$ cat config.mk
export PLATFORM = sky130hd
export DESIGN_NAME = hci_core_load_buffer
export DESIGN_NICKNAME = d
export VERILOG_FILES = /design/src/rtl/hci_core_load_buffer.sv
export SDC_FILE = /design/constraint.sdc
export NUM_CORES = 1
export LEC_CHECK = 0
export ABC_AREA = 1
export CAP_MARGIN = 20
export CORE_ASPECT_RATIO = 0.7
export CORE_MARGIN = 3
export CORE_UTILIZATION = 42
export DETAILED_ROUTE_END_ITERATION = 7
export DONT_BUFFER_PORTS = 1
export GPL_TIMING_DRIVEN = 1
export HOLD_SLACK_MARGIN = 0.02
export MAX_ROUTING_LAYER = met4
export PLACE_DENSITY_LB_ADDON = 0.15
export SLEW_MARGIN = 30
export SYNTH_ARGS = -nofsm -noshare
export SYNTH_HDL_FRONTEND = slang
export SYNTH_SLANG_ARGS = --single-unit
$ cat constraint.sdc
create_clock -name clk_i -period 17.4 [get_ports clk_i]
set_input_delay 3.48 -clock clk_i [delete_from_list [all_inputs] [get_ports clk_i]]
set_output_delay 3.48 -clock clk_i [all_outputs]
set_load 0.01 [all_outputs]
$ cat src/rtl/hci_core_load_buffer.sv
// Credit-gated load buffer in front of the HWPE wide-port interconnect: caps loads in flight plus
// buffered at DEPTH and queues the fixed-latency load responses so the streamer can stall them.
module hci_core_load_buffer #(
    parameter int unsigned DW    = 128,
    parameter int unsigned AW    = 32,
    parameter int unsigned BW    = DW / 8,
    parameter int unsigned DEPTH = 4,
    parameter int unsigned CW    = $clog2(DEPTH + 1)
) (
    input  logic          clk_i,
    input  logic          rst_ni,
    input  logic          clear_i,
    input  logic          in_req_i,
    output logic          in_gnt_o,
    input  logic [AW-1:0] in_add_i,
    input  logic          in_wen_i,
    input  logic [BW-1:0] in_be_i,
    input  logic [DW-1:0] in_data_i,
    output logic [DW-1:0] in_r_data_o,
    output logic          in_r_valid_o,
    input  logic          in_r_ready_i,
    output logic          out_req_o,
    input  logic          out_gnt_i,
    output logic [AW-1:0] out_add_o,
    output logic          out_wen_o,
    output logic [BW-1:0] out_be_o,
    output logic [DW-1:0] out_data_o,
    input  logic [DW-1:0] out_r_data_i,
    input  logic          out_r_valid_i,
    output logic [CW-1:0] credits_o,
    output logic          err_o
);

    localparam int unsigned  PW      = $clog2(DEPTH);
    localparam logic [CW-1:0] CNT_MAX = CW'(DEPTH);

    logic [CW-1:0] cnt_q, cnt_d;
    logic          allow;
    logic          any_grant, load_grant;
    logic          resp_is_load_q, grant_q;
    logic          push, pop;
    logic          fifo_empty, fifo_full;
    logic [PW:0]   wr_ptr_q, rd_ptr_q;
    logic [DW-1:0] mem_q [DEPTH];
    logic          err_q;

    // Gating uses the registered count, so a pop frees its credit only from the next cycle on.
    assign allow      = in_wen_i ? (cnt_q < CNT_MAX) : 1'b1;
    assign out_req_o  = in_req_i & allow;
    assign in_gnt_o   = out_gnt_i & allow;
    assign out_add_o  = in_add_i;
    assign out_wen_o  = in_wen_i;
    assign out_be_o   = in_be_i;
    assign out_data_o = in_data_i;

    assign any_grant  = out_req_o & out_gnt_i;
    assign load_grant = any_grant & out_wen_o;

    // Response handshake: a beat transfers on a cycle where in_r_valid_o & in_r_ready_i; once
    // raised, in_r_valid_o and in_r_data_o hold until that transfer happens.
    assign fifo_empty   = (wr_ptr_q == rd_ptr_q);
    assign fifo_full    = (wr_ptr_q[PW] != rd_ptr_q[PW]) &&
                          (wr_ptr_q[PW-1:0] == rd_ptr_q[PW-1:0]);
    assign push         = out_r_valid_i & resp_is_load_q;
    assign pop          = ~fifo_empty & in_r_ready_i;
    assign in_r_valid_o = ~fifo_empty;
    assign in_r_data_o  = fifo_empty ? '0 : mem_q[rd_ptr_q[PW-1:0]];

    assign cnt_d     = cnt_q + CW'(load_grant) - CW'(pop);
    assign credits_o = cnt_q;
    assign err_o     = err_q;

    always_ff @(posedge clk_i or negedge rst_ni) begin
        if (!rst_ni) begin
            cnt_q          <= '0;
            wr_ptr_q       <= '0;
            rd_ptr_q       <= '0;
            resp_is_load_q <= 1'b0;
            grant_q        <= 1'b0;
            err_q          <= 1'b0;
        end else if (clear_i) begin
            cnt_q          <= '0;
            wr_ptr_q       <= '0;
            rd_ptr_q       <= '0;
            resp_is_load_q <= 1'b0;
            grant_q        <= 1'b0;
            err_q          <= 1'b0;
        end else begin
            cnt_q          <= cnt_d;
            resp_is_load_q <= load_grant;
            grant_q        <= any_grant;
            err_q          <= err_q | (out_r_valid_i & ~grant_q);
            if (push) wr_ptr_q <= wr_ptr_q + 1'b1;
            if (pop)  rd_ptr_q <= rd_ptr_q + 1'b1;
        end
    end

    // Data storage needs no reset: it is only visible while the FIFO is non-empty.
    always_ff @(posedge clk_i) begin
        if (push && !clear_i) mem_q[wr_ptr_q[PW-1:0]] <= out_r_data_i;
    end

`ifndef SYNTHESIS
    a_cnt_bound : assert property (@(posedge clk_i) disable iff (!rst_ni)
        cnt_q <= CNT_MAX);
    a_no_overflow_push : assert property (@(posedge clk_i) disable iff (!rst_ni)
        (push && !clear_i) |-> (!fifo_full || pop));
    a_no_underflow : assert property (@(posedge clk_i) disable iff (!rst_ni)
        pop |-> (cnt_q != '0));
    a_resp_stable : assert property (@(posedge clk_i) disable iff (!rst_ni)
        (in_r_valid_o && !in_r_ready_i && !clear_i) |=> (in_r_valid_o && $stable(in_r_data_o)));
`endif

endmodule

==> impl_results.md, run 1 <==
- # nets final: 1883
- Clk sink count: 524
- Synth area leader: edfxtp_1
- Ys async rst share: 2.29%
- Via count: 12.2k
- Worst setup path category: in2out
- Fin. Hold Viols: 0
- Max-slew violation count: 0
- Crit path time final: 7350 ps
- Hold Crit Class: reg2reg
- Setup bufs post-CTS: 0
- Synth Warn #: 0
- Buf/Inv on CP: 0
- Largest family of logic cells by synthesized area: buffers and inverters
- Primary FF master, synth: edfxtp_1
- Syn_area_per_cell: 12.4 um2
- H-tree depth: 2
- Crit path max fanout: 2
- FMAX: 0.136 GHz
- Yosys reg bits: 524
- Total power: 2.50 mW
- Max Used Layer: met4
- Post-synthesis mux area share: 0%
- Simple-gate share of the synthesized area: 7.27%
- Routed WL: 54800 um
- Post-synthesis compound-gate area fraction: 9.75%
- Row Count: 69
- CP endpoint kind: primary output
- Pin count of the biggest net entering global routing: 154
- Run status: complete, no violations
- Port Buf Inserts: 0
- Power per cell area: 110 nW/um2
- Chip width: 279 um
- Crit path max-delay family: compound AO/OA/AOI/OAI gates
- Clk pin slew, worst setup/hold paths: 60 ps
- Core area: 51100 um2
- Hold buffers post-CTS: 0
- GRT Resource Usage Total: 20.0%
- VDD IR max: 72.9 uV
- Wire length on met3: 6920 um
- Synth Cell Area: 21900 um2
- Vias in the first global route: 12.0k
- Congestion Overflow GR: 0
- Final Non-Filler Cells: 2276
- Cells along the critical path: a21boi_0
- Post-synth EDFFs: 512
- Die Y: 197 um
- Post-synth top area share: 70.3%
- Synthesized Nets: 2085
- Crit-path slowest cell: a21boi_0
- Starting Density: 42.8%
- Latest clock arrival within the worst-skew pair: 590 ps
- Detail Route Antenna Nets: 0
- Max-Cap Viols: 0
- Inst Count DP: 2181
- Most frequent cell after synthesis: edfxtp_1
- Library cells used by synthesis: 23
- Crit share post-route: 42.3%
- First-pass GRT wire length: 80400 um
- Share of cells above drive strength 1: 5.81%
- Dpl hpwl: 31800 um
- Adder-Cell Fraction of Synth Area: 0.492%
- Post-Synth XOR/XNOR Area: 0.120%
- DR WL met2: 22900 um
- Worst slew pin tran: 946 ps
- Initial antenna violation count: 1
- CTS tree: built
- N_diodes: 0
- CTS root buf: clkbuf_16
- Setup Skew: 19.8 ps
- Avg Vias per Cell: 5.34
- DRC: 0
- Area grow syn2layout: 4.06%
- Full die area: 54900 um2
- Seq/Total Area, Yosys: 71.7%
- Pleak: 8.32 nW
- Critical path's largest stage delay: 390 ps
- DRT iter0 DRCs: 777
- Pre-Repair DR Iteration Count: 5
- Max Buffers Root-to-Sink: 3
- Gpl congestion: 0.720
- Slew Limit Headroom: 36.9%
- I/O pin count: 624
- Synth Instances: 1765
- TritonCTS Buffers: 51
- Commonest cells in the synthesized netlist: 512 x edfxtp_1, 265 x nor2_1, 194 x o21ai_0
- Met1 WL: 23500 um
- Top cells by area, synth: edfxtp_1 70%, buf_4 6.5%, nor2_1 4.5%, o21ai_0 4.4%, o22ai_1 3.7%
- Sum Neg Setup Slack: 0 ps
- WL/cell: 24.1 um
- Unrepaired setup endpoints after global routing: no
- Worst path arrival time: 3870 ps
- Critical Path Start Type: input pin
- Post-CTS Resized: 0
- Final setup viols: 0
- Data required time at the worst endpoint: 13920 ps
==> logic make-up after synthesis <==
group | Yosys count
buffers and inverters | 420
AND/OR/NAND/NOR | 417
XOR/XNOR | 3
flip-flops | 524
adder cells (fa/ha/maj) | 8
AO/OA/AOI/OAI | 393
==> where the power goes <==
group	internal, mW	switching (mW)
Sequential	1.39	0.00456
Clock	0.585	0.458
Combinational	0.0169	0.0520
Total	1.99	0.514
==> worst paths after layout <==
kind | startpoint | end | slack (ps) | cells past startpoint
worst min register to register | grant_q$_DFF_PN0_ | err_o$_DFF_PN0_ | 540 | 3
max in group asynchronous | rst_ni | rd_ptr_q[1]$_DFFE_PN0P_ | 14740 | 0
worst max-delay path | out_gnt_i | in_gnt_o | 10050 | 1
worst min-delay path | grant_q$_DFF_PN0_ | err_o$_DFF_PN0_ | 540 | 3
worst max register to register | rd_ptr_q[1]$_DFFE_PN0P_ | credits_o[2]$_DFF_PN0_ | 13690 | 14
min in group asynchronous | rst_ni | rd_ptr_q[2]$_DFFE_PN0P_ | 2580 | 0
==> layout make-up <==
cell class                      count  area, um2
Fill cell                        4655      28400
Multi-Input combinational cell    821       3890
Timing Repair Buffer               21        238
Clock inverter                     26        175
Inverter                          144        551
Clock buffer                       66       1380
Tap cell                          674        843
Sequential cell                   524      15700
==> flip-flops by register name, summed over array words and instances, names as in the netlist <==
signal          cells
mem_q             512
resp_is_load_q      1
wr_ptr_q            3
err_o               1
grant_q             1
rd_ptr_q            3
credits_o           3
==> worst reg2reg max path, stage by stage, from the launching register on <==
cell and delay (ps):
dfrtp_4 480, inv_4 580, nand2_1 120, nand2_1 140, nand3_4 370, buf_4 490, nand2_1 220, inv_1 70
ha_1 270, inv_1 50, ha_1 130, inv_1 50, fa_1 400, o21ai_0 160, a21oi_1 60
==> routing by layer <==
layer  vias up  global-route usage (%)
met1      5912                    25.8
met5         -                       -
met2       531                    27.1
met4         0                    6.84
li1       5598                       -
met3       116                    10.3
==> cells in the final DEF (no fill, tap or decap), types with 7 or more instances in the layout <==
master       n
clkinv_2     7
ha_1         7
nand3_1      8
clkinv_1    16
clkbuf_16   53
nand2_1    140
dfrtp_1     10
clkbuf_1    13
inv_1      142
o22ai_1    128
nor2_1     261
edfxtp_1   512
buf_4       13
o21ai_1     66
o21ai_0    194
==> metrics by stage <==
stage	cell area [um2]	setup slack, ps	utilization [%]	hold slack, ps
3_3_place_gp	21100	10020	41.3	536
3_5_place_dp	21100	10040	41.3	535
4_1_cts	22700	10040	44.4	543
2_1_floorplan	21900	7790	-	515
5_1_grt	22800	10020	44.5	588
6_report	22800	10050	44.5	539
Power figures use the tool's default switching activity.
==> run 2: changes to the inputs <==
==> constraint.sdc (replaced) <==
create_clock -name clk_i -period 6.1 [get_ports clk_i]
set_input_delay 1.22 -clock clk_i [delete_from_list [all_inputs] [get_ports clk_i]]
set_output_delay 1.22 -clock clk_i [all_outputs]
set_load 0.01 [all_outputs]
==> run 2 against run 1 <==
Hold slack lost 200 ps. Clock skew grew 0.82 ps. Sequential power grew to 2.9 times the previous value. Critical endpoint is now in_r_data_o[117].
==> impl_results.md, run 2 (synthesized netlist as in run 1, its figures left out) <==
- Max-slew violation count: 0 (unchanged)
- Pre-CTS setup slack: 1930 ps (-8110 ps)
- Worst slew pin tran: 910 ps (-36.2 ps)
- Pre-Repair DR Iteration Count: 5 (unchanged)
- Congestion Overflow GR: 0 (unchanged)
- Clk pin slew, worst setup/hold paths: 60 ps (about the same)
- Slew Limit Headroom: 39.3% (+2.4 points)
- Commonest non-fill, non-tap cell in the layout: edfxtp_1
- Critical path's largest stage delay: 750 ps (+360 ps)
- Setup Skew: 20.6 ps (+0.825 ps)
- Power per cell area: 314 nW/um2 (+190%)
- Gpl congestion: 0.748 (+3.9%)
- Flop2flop setup slack: 2450 ps (-11240 ps)
- Pin count of the biggest net entering global routing: 158 (+2.6%)
- Starting Density: 42.8% (unchanged)
- Share of cells above drive strength 1: 6.38% (+0.57 points)
- Worst R2R Start: rd_ptr_q[1]$_DFFE_PN0P_
- Post-CTS Resized: 0 (unchanged)
- Core area: 51100 um2 (unchanged)
- Reg-to-Reg End: credits_o[2]$_DFF_PN0_
- Max reg flops: 512 (unchanged)
- FMAX: 0.229 GHz
- Max-Cap Viols: 0 (unchanged)
- TritonCTS Buffers: 50 (-2.0%)
- Max Buffers Root-to-Sink: 3 (unchanged)
- Unrepaired setup endpoints after global routing: no
- Avg Vias per Cell: 5.40 (+1.1%)
- # nets final: 1886 (+0.16%)
- I/O pin count: 624 (unchanged)
- Critical path capture point: in_r_data_o[117]
- WL/cell: 23.7 um (-1.4%)
- Critical Path Start Type: flop
- Vias in the first global route: 11.8k (-1.5%)
- DRC: 0 (unchanged)
- Via count: 12.3k (+1.0%)
- H-tree depth: 2 (unchanged)
- GRT Resource Usage Total: 19.7% (-0.35 points)
- CTS root buf: clkbuf_16
- Hold Crit Class: in2async
- CP Launch Point: rd_ptr_q[0]$_DFFE_PN0P_
- Crit path max fanout: 89 (+87)
- Data required time at the worst endpoint: 4880 ps (-9040 ps)
- Detail Route Antenna Nets: 0 (unchanged)
- Cell Area, Placed: 21200 um2 (+0.31%)
- Chip width: 279 um (unchanged)
- Initial antenna violation count: 1 (unchanged)
- Final setup margin: 1740 ps (-8310 ps)
- Total power: 7.15 mW (+190%)
- Dpl hpwl: 32400 um (+1.9%)
- First-pass GRT wire length: 78800 um (-2.0%)
- Setup bufs post-CTS: 0 (unchanged)
- Crit path time final: 4360 ps
- Worst reg2reg path depth: 14 (unchanged)
- Run status: complete, no violations
- Cells along the critical path: buf_16 > buf_4 > o21ai_0 > o22ai_1 > nand2_1 > inv_1
- Port Buf Inserts: 0 (unchanged)
- Full die area: 54900 um2 (unchanged)
- Crit share post-route: 71.5%
- Worst path arrival time: 3140 ps (-730 ps)
- CP endpoint kind: primary output
- Hold buffers post-CTS: 0 (unchanged)
- Fin. Hold Viols: 0 (unchanged)
- Pleak: 8.33 nW (about the same)
- Die Y: 197 um (unchanged)
- CTS tree: built
- FILL cells: 4618 (-0.79%)
- Most frequent cells in the layout: 512 x edfxtp_1, 261 x nor2_1, 194 x o21ai_0, 142 x inv_1, 140 x nand2_1
- Clk sink count: 524 (unchanged)
- Crit-path slowest cell: buf_4
- Area grow syn2layout: 4.07% (about the same)
- Final setup viols: 0 (unchanged)
- N_diodes: 0 (unchanged)
- Worst setup path category: reg2out
- DRT iter0 DRCs: 929 (+20%)
- Row Count: 69 (unchanged)
- Routed WL: 54000 um (-1.5%)
- Latest clock arrival within the worst-skew pair: 570 ps (-20 ps)
- VDD IR max: 185 uV (+150%)
- Post-route cell area: 22800 um2 (about the same)
==> run 2: cell types whose count changed in the layout (fill, tap and decap cells not counted), moves of 2 or more <==
cell       before  now
clkinv_2        7   10
buf_4          13   21
bufinv_16       2    4
clkinv_1       16    9
clkbuf_16      53   51
clkbuf_1       13    9
buf_6           4    0
==> run 2: through the flow <==
stage | hold WS (ps) | TNS (ps) | util, % | std cells
4_1_cts | 286 | 0 | 44.5 | 2273
3_5_place_dp | 549 | 0 | 41.5 | 2187
2_1_floorplan | 515 | -479390 | - | 1765
3_3_place_gp | 536 | 0 | 41.4 | 2186
5_1_grt | 278 | 0 | 44.5 | 2274
6_report | 336 | 0 | 44.5 | 2274
==> run 2: where the power goes <==
| part | internal, mW | switching [mW] |
|---|---|---|
| Clock | 1.69 | 1.29 |
| Sequential | 3.96 | 0.00983 |
| Combinational | 0.0484 | 0.147 |
| Total | 5.70 | 1.45 |
==> run 2: layout make-up <==
type | instances | area, um2 | share of cell area (%)
inverter | 144 | 556 | 2.44
sequential | 524 | 15700 | 68.9
clock buffer | 60 | 1310 | 5.76
multi-input combinational | 821 | 3890 | 17.1
tap | 674 | 843 | 3.71
timing repair buffer | 25 | 245 | 1.08
clock inverter | 26 | 229 | 1.01
==> run 2: worst min-delay path by stage <==
stage	cells after the start	to	slack, ps
2_1_floorplan	2	wr_ptr_q[2]$_DFFE_PN0P_	520
6_report	0	resp_is_load_q$_DFF_PN0_	340
3_3_place_gp	2	wr_ptr_q[2]$_DFFE_PN0P_	540
3_5_place_dp	3	err_o$_DFF_PN0_	550
5_1_grt	0	wr_ptr_q[2]$_DFFE_PN0P_	280
4_1_cts	0	resp_is_load_q$_DFF_PN0_	290
==> run 2: worst max-delay path, delay by kind of cell (launching register included) <==
kind                   cells  cell delay [ps]
AOI/OAI and AO/OA          2              580
buffers and inverters      3             1150
DFF                        1              670
and+or+nand+nor            1               90
==> run 2: per-layer routing <==
metal | part of all wire [%] | track usage, % | vias to the layer above
li1 | - | - | 5600
met1 | 45 | 27.1 | 6066
met2 | 41 | 25.8 | 533
met3 | 12 | 9.62 | 83
met4 | 2.2 | 5.27 | 0
met5 | 0 | - | -
==> run 3: changes to the inputs <==
==> constraint.sdc (replaced) <==
create_clock -name clk_i -period 4.02 [get_ports clk_i]
set_input_delay 0.804 -clock clk_i [delete_from_list [all_inputs] [get_ports clk_i]]
set_output_delay 0.804 -clock clk_i [all_outputs]
set_load 0.01 [all_outputs]
==> run 3 against run 2 <==
Non-clock buffer count rose by 1. Sequential power grew 52%. Critical path depth unchanged. Utilization rose by 0.61 points. Highest routed layer unchanged.
==> impl_results.md, run 3 (synthesized netlist as in run 1, its figures left out) <==
- Critical path capture point: in_r_data_o[110]
- CP Launch Point: rd_ptr_q[0]$_DFFE_PN0P_
- Inst Count DP: 2188 (+0.046%)
- TritonCTS Buffers: 52 (+4.0%)
- Worst reg2reg path depth: 11 (-3)
- Share of cells above drive strength 1: 6.71% (+0.33 points)
- Routed WL: 55000 um (+1.8%)
- WL/cell: 24.1 um (+1.4%)
- Pre-Repair DR Iteration Count: 5 (unchanged)
- Total power: 11.3 mW (+58%)
- Via count: 12.3k (+0.47%)
- Crit path max fanout: 75 (-16%)
- Worst path arrival time: 2780 ps (-360 ps)
- Die Y: 197 um (unchanged)
- Max-slew violation count: 0 (unchanged)
- GRT Resource Usage Total: 20.0% (+0.34 points)
- NetSw: 2.26 mW (+56%)
- CTS tree: built
- Int Power: 9.02 mW (+58%)
- Row Count: 69 (unchanged)
- VDD IR max: 339 uV (+83%)
- CTS root buf: clkbuf_16
- Avg Vias per Cell: 5.40 (about the same)
- Crit share post-route: 89.2%
- Fin. Hold Viols: 0 (unchanged)
- Setup bufs post-CTS: 0 (unchanged)
- Gpl congestion: 0.732 (-2.1%)
- Crit path time final: 3580 ps
- Pre-CTS setup slack: 1010 ps (-920 ps)
- Congestion Overflow GR: 0 (unchanged)
- Comb power frac: 2.7% (about the same)
- Data required time at the worst endpoint: 3220 ps (-1660 ps)
- Max reg flops: 512 (unchanged)
- Max Buffers Root-to-Sink: 3 (unchanged)
- Final setup margin: 435 ps (-1300 ps)
- Clk sink count: 524 (unchanged)
- N_diodes: 0 (unchanged)
- Final setup viols: 0 (unchanged)
- Pin count of the biggest net entering global routing: 129 (-18%)
- Critical path's largest stage delay: 710 ps (-40 ps)
- Vias in the first global route: 11.9k (+1.2%)
- I/O pin count: 624 (unchanged)
- Hold Crit Class: in2reg
- Port Buf Inserts: 0 (unchanged)
- Worst R2R Start: rd_ptr_q[0]$_DFFE_PN0P_
- Pleak: 8.45 nW (+1.5%)
- CP endpoint kind: primary output
- Setup Skew: 14.8 ps (-5.81 ps)
- Worst slew pin tran: 911 ps (+0.515 ps)
- Slew Limit Headroom: 39.3% (about the same)
- Cells along the critical path: inv_8 > buf_4 > o21ai_0 > o22ai_1 > nand2_1 > inv_1
- Post-CTS Resized: 0 (unchanged)
- # nets final: 1889 (+0.16%)
- First-pass GRT wire length: 80600 um (+2.3%)
- Max-Cap Viols: 0 (unchanged)
- Clk pwr share: 43.9% (+2.2 points)
- FMAX: 0.279 GHz
- Core area: 51100 um2 (unchanged)
- Starting Density: 42.8% (unchanged)
- Most frequent cells in the layout: 512 x edfxtp_1, 261 x nor2_1, 194 x o21ai_0, 142 x inv_1, 140 x nand2_1
- Power per cell area: 489 nW/um2 (+56%)
- H-tree depth: 2 (unchanged)
- Full die area: 54900 um2 (unchanged)
- Run status: complete, no violations
- Chip width: 279 um (unchanged)
- Crit-path slowest cell: dfrtp_4
- Area grow syn2layout: 5.50%
- Unrepaired setup endpoints after global routing: no
- Flop2flop setup slack: 1270 ps (-1180 ps)
- Hold buffers post-CTS: 1 (+1)
- Initial antenna violation count: 1 (unchanged)
- Switching Share: 20.1% (-0.19 points)
- Dpl hpwl: 32000 um (-1.0%)
- Commonest non-fill, non-tap cell in the layout: edfxtp_1
- Clk pin slew, worst setup/hold paths: 60 ps (about the same)
- DRT iter0 DRCs: 905 (-2.6%)
- Worst setup path category: reg2out
- Reg-to-Reg End: credits_o[2]$_DFF_PN0_
- Latest clock arrival within the worst-skew pair: 580 ps (about the same)
- DRC: 0 (unchanged)
- Sequential share of power: 53.5% (-2.1 points)
- Final Non-Filler Cells: 2284 (+0.44%)
- Detail Route Antenna Nets: 0 (unchanged)
- Critical Path Start Type: flop
## run 3: worst min path at each step
| stage | start | endpoint | slack, ps | depth (start not counted) |
|---|---|---|---|---|
| finish | clear_i | credits_o[1]$_DFF_PN0_ | 290 | 1 |
| CTS | clear_i | credits_o[1]$_DFF_PN0_ | 240 | 1 |
| global placement | rst_ni | credits_o[0]$_DFF_PN0_ | 510 | 0 |
| floorplan | rst_ni | credits_o[0]$_DFF_PN0_ | 510 | 0 |
| global route | clear_i | credits_o[1]$_DFF_PN0_ | 250 | 1 |
| detailed placement | rst_ni | credits_o[0]$_DFF_PN0_ | 510 | 0 |
## run 3: power groups by stage
stage / Sequential, mW / Combinational, mW / Clock (mW)
floorplan: 6.14 / 0.417 / 0
global placement: 6.14 / 0.304 / 0
detailed placement: 6.15 / 0.306 / 0
CTS: 6.03 / 0.310 / 5.08
global route: 6.03 / 0.338 / 5.30
finish: 6.03 / 0.302 / 4.95
## run 3: metal layers
layer	track usage (%)	vias to the layer above	share of wire, %
met3	10.5	106	13
met5	-	-	0
met1	25.8	6058	43
met2	27.6	559	42
met4	5.46	0	2.4
li1	-	5617	-
## run 3: worst max-delay path: cells and delay by family, from the launching register on
family / cells / cell delay [ps]
flip-flops: 1 / 710
AO/OA/AOI/OAI: 2 / 290
AND/OR/NAND/NOR: 1 / 100
buffers and inverters: 3 / 1000
## run 3: layout make-up
| type | instances | area [um2] |
|---|---|---|
| Fill cell | 4643 | 28000 |
| Sequential cell | 524 | 15700 |
| Multi-Input combinational cell | 821 | 3890 |
| Clock buffer | 70 | 1420 |
| Tap cell | 674 | 843 |
| Inverter | 144 | 551 |
| Timing Repair Buffer | 26 | 373 |
| Clock inverter | 25 | 310 |
## run 3: per-stage QoR
stage / hold WS [ps] / utilization (%) / instance area, um2 / TNS, ps
after detailed placement: 509 / 41.7 / 21300 / 0
final: 287 / 45.1 / 23100 / 0
after CTS: 240 / 45.1 / 23100 / 0
after global routing: 253 / 45.1 / 23100 / 0
after floorplan: 508 / - / 21900 / -306690
after global placement: 509 / 41.7 / 21300 / 0
